[src/rtl/kbd_display_ctrl.sv]
`default_nettype none
// kbd_display_ctrl: pops PS/2 scan codes from the receiver FIFO, parses make/break/E0
// sequences and maintains the shift, caps, held-key and press-count display state.
module kbd_display_ctrl #(
  parameter int CNT_W = 8
) (
  input  logic             clk,
  input  logic             reset,
  input  logic [7:0]       data,
  input  logic             ready,
  input  logic             overflow,
  output logic             nextdata_n,
  output logic [7:0]       scan_code,
  output logic             key_en,
  output logic             shift,
  output logic             is_caps,
  output logic [CNT_W-1:0] press_count
);

  localparam logic [7:0] C_BRK   = 8'hF0;
  localparam logic [7:0] C_EXT   = 8'hE0;
  localparam logic [7:0] C_LSHFT = 8'h12;
  localparam logic [7:0] C_RSHFT = 8'h59;
  localparam logic [7:0] C_CAPS  = 8'h58;

  typedef enum logic [1:0] {
    S_IDLE    = 2'd0,
    S_BRK     = 2'd1,
    S_EXT     = 2'd2,
    S_EXT_BRK = 2'd3
  } state_t;

  state_t             state_q, state_d;
  logic               nextdata_n_q, nextdata_n_d;
  logic [7:0]         scan_code_q, scan_code_d;
  logic               key_en_q, key_en_d;
  logic               lshift_q, lshift_d;
  logic               rshift_q, rshift_d;
  logic               caps_held_q, caps_held_d;
  logic               is_caps_q, is_caps_d;
  logic [CNT_W-1:0]   cnt_q, cnt_d;
  logic               accept;

  assign accept = ready & nextdata_n_q;

  always_comb begin
    state_d      = state_q;
    nextdata_n_d = ~accept;
    scan_code_d  = scan_code_q;
    key_en_d     = key_en_q;
    lshift_d     = lshift_q;
    rshift_d     = rshift_q;
    caps_held_d  = caps_held_q;
    is_caps_d    = is_caps_q;
    cnt_d        = cnt_q;

    // Overflow means the byte stream can no longer be trusted; drop all held state.
    if (overflow) begin
      state_d     = S_IDLE;
      key_en_d    = 1'b0;
      lshift_d    = 1'b0;
      rshift_d    = 1'b0;
      caps_held_d = 1'b0;
    end else if (accept) begin
      case (state_q)
        S_IDLE: begin
          if (data == C_BRK) begin
            state_d = S_BRK;
          end else if (data == C_EXT) begin
            state_d = S_EXT;
          end else if (data == C_LSHFT) begin
            lshift_d = 1'b1;
          end else if (data == C_RSHFT) begin
            rshift_d = 1'b1;
          end else if (data == C_CAPS) begin
            if (!caps_held_q) begin
              is_caps_d   = ~is_caps_q;
              caps_held_d = 1'b1;
            end
          end else if (!(key_en_q && data == scan_code_q)) begin
            scan_code_d = data;
            key_en_d    = 1'b1;
            cnt_d       = cnt_q + CNT_W'(1);
          end
        end
        S_BRK: begin
          state_d = S_IDLE;
          if (data == C_LSHFT) begin
            lshift_d = 1'b0;
          end else if (data == C_RSHFT) begin
            rshift_d = 1'b0;
          end else if (data == C_CAPS) begin
            caps_held_d = 1'b0;
          end else if (data == scan_code_q) begin
            key_en_d = 1'b0;
          end
        end
        S_EXT: begin
          state_d = (data == C_BRK) ? S_EXT_BRK : S_IDLE;
        end
        default: begin
          state_d = S_IDLE;
        end
      endcase
    end
  end

  always_ff @(posedge clk or posedge reset) begin
    if (reset) begin
      state_q      <= S_IDLE;
      nextdata_n_q <= 1'b1;
      scan_code_q  <= 8'h00;
      key_en_q     <= 1'b0;
      lshift_q     <= 1'b0;
      rshift_q     <= 1'b0;
      caps_held_q  <= 1'b0;
      is_caps_q    <= 1'b0;
      cnt_q        <= '0;
    end else begin
      state_q      <= state_d;
      nextdata_n_q <= nextdata_n_d;
      scan_code_q  <= scan_code_d;
      key_en_q     <= key_en_d;
      lshift_q     <= lshift_d;
      rshift_q     <= rshift_d;
      caps_held_q  <= caps_held_d;
      is_caps_q    <= is_caps_d;
      cnt_q        <= cnt_d;
    end
  end

  assign nextdata_n  = nextdata_n_q;
  assign scan_code   = scan_code_q;
  assign key_en      = key_en_q;
  assign shift       = lshift_q | rshift_q;
  assign is_caps     = is_caps_q;
  assign press_count = cnt_q;

endmodule
`default_nettype wire

[config.mk]
export PLATFORM = sky130hd
export DESIGN_NAME = kbd_display_ctrl
export DESIGN_NICKNAME = d
export VERILOG_FILES = /design/src/rtl/kbd_display_ctrl.sv
export SDC_FILE = /design/constraint.sdc
export NUM_CORES = 1
export LEC_CHECK = 0
export BUFFER_PORTS_ARGS = -buffer_cell sky130_fd_sc_hd__buf_2
export CAP_MARGIN = 10
export CORE_ASPECT_RATIO = 1.2
export CORE_UTILIZATION = 50
export DETAILED_ROUTE_END_ITERATION = 10
export PLACE_DENSITY = 0.85
export SETUP_SLACK_MARGIN = 0.02
export SYNTH_ARGS = -nofsm -noshare
export SYNTH_HDL_FRONTEND = slang
export SYNTH_SLANG_ARGS = --single-unit
[constraint.sdc]
create_clock -name clk -period 2.83 [get_ports clk]
set_clock_uncertainty 0.2 [all_clocks]
set_input_delay 0.566 -clock clk [delete_from_list [all_inputs] [get_ports clk]]
set_output_delay 0.566 -clock clk [all_outputs]
set_load 0.01 [all_outputs]
==> results.md <==
* Status: complete, no violations
* First-pass GRT wire length at 4.20 mm
* FF-to-FF Start: nextdata_n
* Final wirelength at between 2 and 2.5 mm
* Final Hold Vio Count at 0
* Largest net degree at the start of global routing at 25
* Max H-tree Level at 1
* CP startpoint kind: input pin
* CTS Sinks at 24
* Worst Path Class, Setup: input pin to flop
* Grt ovf at 0
* Final setup violation count at 0
* Highest clock rate at ~450 MHz
* Setup bufs post-CTS at 0
* Share of cells above drive strength 1 at 37.3%
* Min Clock Period, post-route at 2.20 ns
* Leakage power at 0.693 nW
* RSZ-0062 raised after global routing: false
* Register bit total from synthesis at 24
* Clk slew on worst S/H paths at roughly 0.13 ns
* Critical Path Source: data[3]
* Worst slew margin at approximately 42%
* Fin Setup TNS at 0 ns
* Max clock buf depth at 2
* Hold Buf Count CTS at 0
* Cts repair resizes at 0
* CP Data Arrival Time at 2.21 ns
* Fillers at between 150 and 200
* Syn_nets at between 100 and 150
* Hpwl dp at 1.87 mm
* Initial antenna violation count at 0
* Port bufs at 31
* Post-synthesis instance total at ~120
* Critical path peak fanout at 5
* Post-DR vias/cell at about 5.5
* Clk Latency, worst-skew pair at between 0.3 and 0.4 ns
* TritonRoute pass-1 iters at 4
* Remaining DRCs at 0
* Overall routing resource usage at about a fifth
* R2R cell count at 5
* Final nets at 167
* Core area at approximately 0.0024 mm2
* Site Rows at 19
* Ant diodes at 0
* Syn_area_per_cell at between 10 and 15 um2
* Post-Syn Area at about 0.0013 mm2
* Routability cong. at approximately 0.8
* IO Count at 32
* Seq/Total Area, Yosys at between 40% and 50%
* Post-route core utilization at 64.3%
* Total CTS buffers at 3
* DR iter-0 viols at 17
* Via Count at about 1,000
* CTS tree: done
* Initial cell density of the core at between 50 and 60%
* Max-cap viol count at 0
* Final Slew Violations at 0
* CTS Root Buffer Type: clkbuf_4
* HP Class: input pin to asynchronous set/reset pin
* Die X at a little under 50 um
* VDD IR-drop max at ~0.00048 V
* Drt wl/cell at between 10 and 15 um
* Crit end category: flop
* Post-route clock period utilization at 77.8%
* ANT nets after route at 0
* Worst endpoint required time at ~2.8 ns
* DIE HEIGHT at between 50 and 60 um
* Power per cell area at ~600 mW/mm2
* Die area at ~0.0027 mm2
* Unique masters post-synth at 39
* Synth Warn # at 0
* Area Overhead vs Synth at 19.1%
* Slew @ Worst Pin at 0.865 ns
* Vias in the first global route at ~970
-- logic make-up (layout without fill, tap and decap cells) --
logic type / count (synthesis) / after routing / share of synthesized area (%)
compound gates: 15 / 15 / 9.06
xor+xnor: 16 / 16 / 11.0
flops: 24 / 24 / 47.3
fa+ha+maj: 1 / 1 / 0.984
simple gates: 45 / 45 / 20.9
buf+inv: 6 / 42 / 1.97
mux: 10 / 10 / 8.76
-- stage by stage --
step,std cells,hold slack (ns),setup slack [ns],area [um2],total power (W)
floorplan,117,0.264,0.480,1270,0.000613
global placement,180,0.251,0.343,1480,0.000706
detailed placement,180,0.259,0.300,1480,0.000717
CTS,184,0.251,0.627,1510,0.000892
global route,184,0.293,0.526,1510,0.000933
finish,184,0.215,0.630,1510,0.000883
-- synth_stat cells (all sizes together) --
cell type,number,share of area [%]
or4b,1,1.1
buf,1,0.39
mux2i,1,0.79
nand4,2,0.98
dfstp,1,2.1
and3,1,0.49
o21a,2,1.2
nor3,4,1.6
a211oi,1,0.59
nand3,7,2.8
and3b,2,1.6
xnor2,7,4.8
inv,4,1.2
nor4,2,0.98
nand3b,2,1.2
o211ai,1,0.59
nor4b,2,1.4
o21ai,2,0.79
nor3b,1,0.59
nand2,10,3.5
nor2,6,1.8
xor2,9,6.2
a21oi,4,2.5
or2,1,0.49
dfrtp,23,45
mux2,9,8.0
o31a,1,0.79
or3,1,0.49
a21o,2,1.3
ha,1,0.98
a32oi,1,0.69
clkbuf,1,0.39
or4,2,1.5
o32ai,1,0.69
and2,1,0.49
-- sequential cells by signal, indices dropped and copies added (netlist names) --
| signal | cells |
|---|---|
| lshift_q | 1 |
| key_en | 1 |
| rshift_q | 1 |
| is_caps | 1 |
| caps_held_q | 1 |
| state_q | 2 |
| press_count | 8 |
| scan_code | 8 |
| nextdata_n | 1 |
-- layer usage --
layer | routed length (um) | share of wire (%) | track usage [%] | vias up
li1 | - | - | - | 488
met3 | 66 | 2.7 | 2.53 | 4
met2 | 1250 | 51 | 34.7 | 19
met5 | 0 | 0 | 0 | -
met4 | 36 | 1.5 | 8.73 | 0
met1 | 1080 | 44 | 26.8 | 492
-- report_power, final --
group          leakage, nW  total [W]  internal (W)  switching, W
logic                0.367   0.000246      0.000122      0.000124
clock network       0.0210   0.000176     0.0000786     0.0000977
registers            0.305   0.000461      0.000403     0.0000583
total                0.693   0.000883      0.000603      0.000280
-- path summary, 6_finish.rpt --
path	to	slack, ns
worst max-delay path	caps_held_q	0.63
worst min-delay path	rshift_q	0.21
worst max register to register	press_count[1]	0.65
worst min register to register	is_caps	0.27
max in group asynchronous	is_caps	1.69
min in group clk	is_caps	0.27
-- cell type report --
type	count	area [um2]	area share [%]
tap	31	38.8	2.56
sequential	24	602	39.8
clock buffer	4	36.3	2.40
multi-input combinational	87	644	42.6
timing repair buffer	34	178	11.7
inverter	4	15.0	0.992
-- critical path, stage by stage --
cell and delay [ns]:
buf_2 0.13, or4b_4 0.55, or4_4 0.51, a21oi_4 0.19
a211oi_1 0.08, o21a_1 0.18
-- layout by cell type (no fill, tap or decap), drive strengths merged, types with 6 or more instances in the layout --
cell type / Yosys / final
xor2: 9 / 9
xnor2: 7 / 7
nand2: 10 / 10
nand3: 7 / 7
nor2: 6 / 6
dfrtp: 23 / 23
mux2: 9 / 9
buf: 1 / 34
No activity file was read; power rests on OpenSTA's default activity.
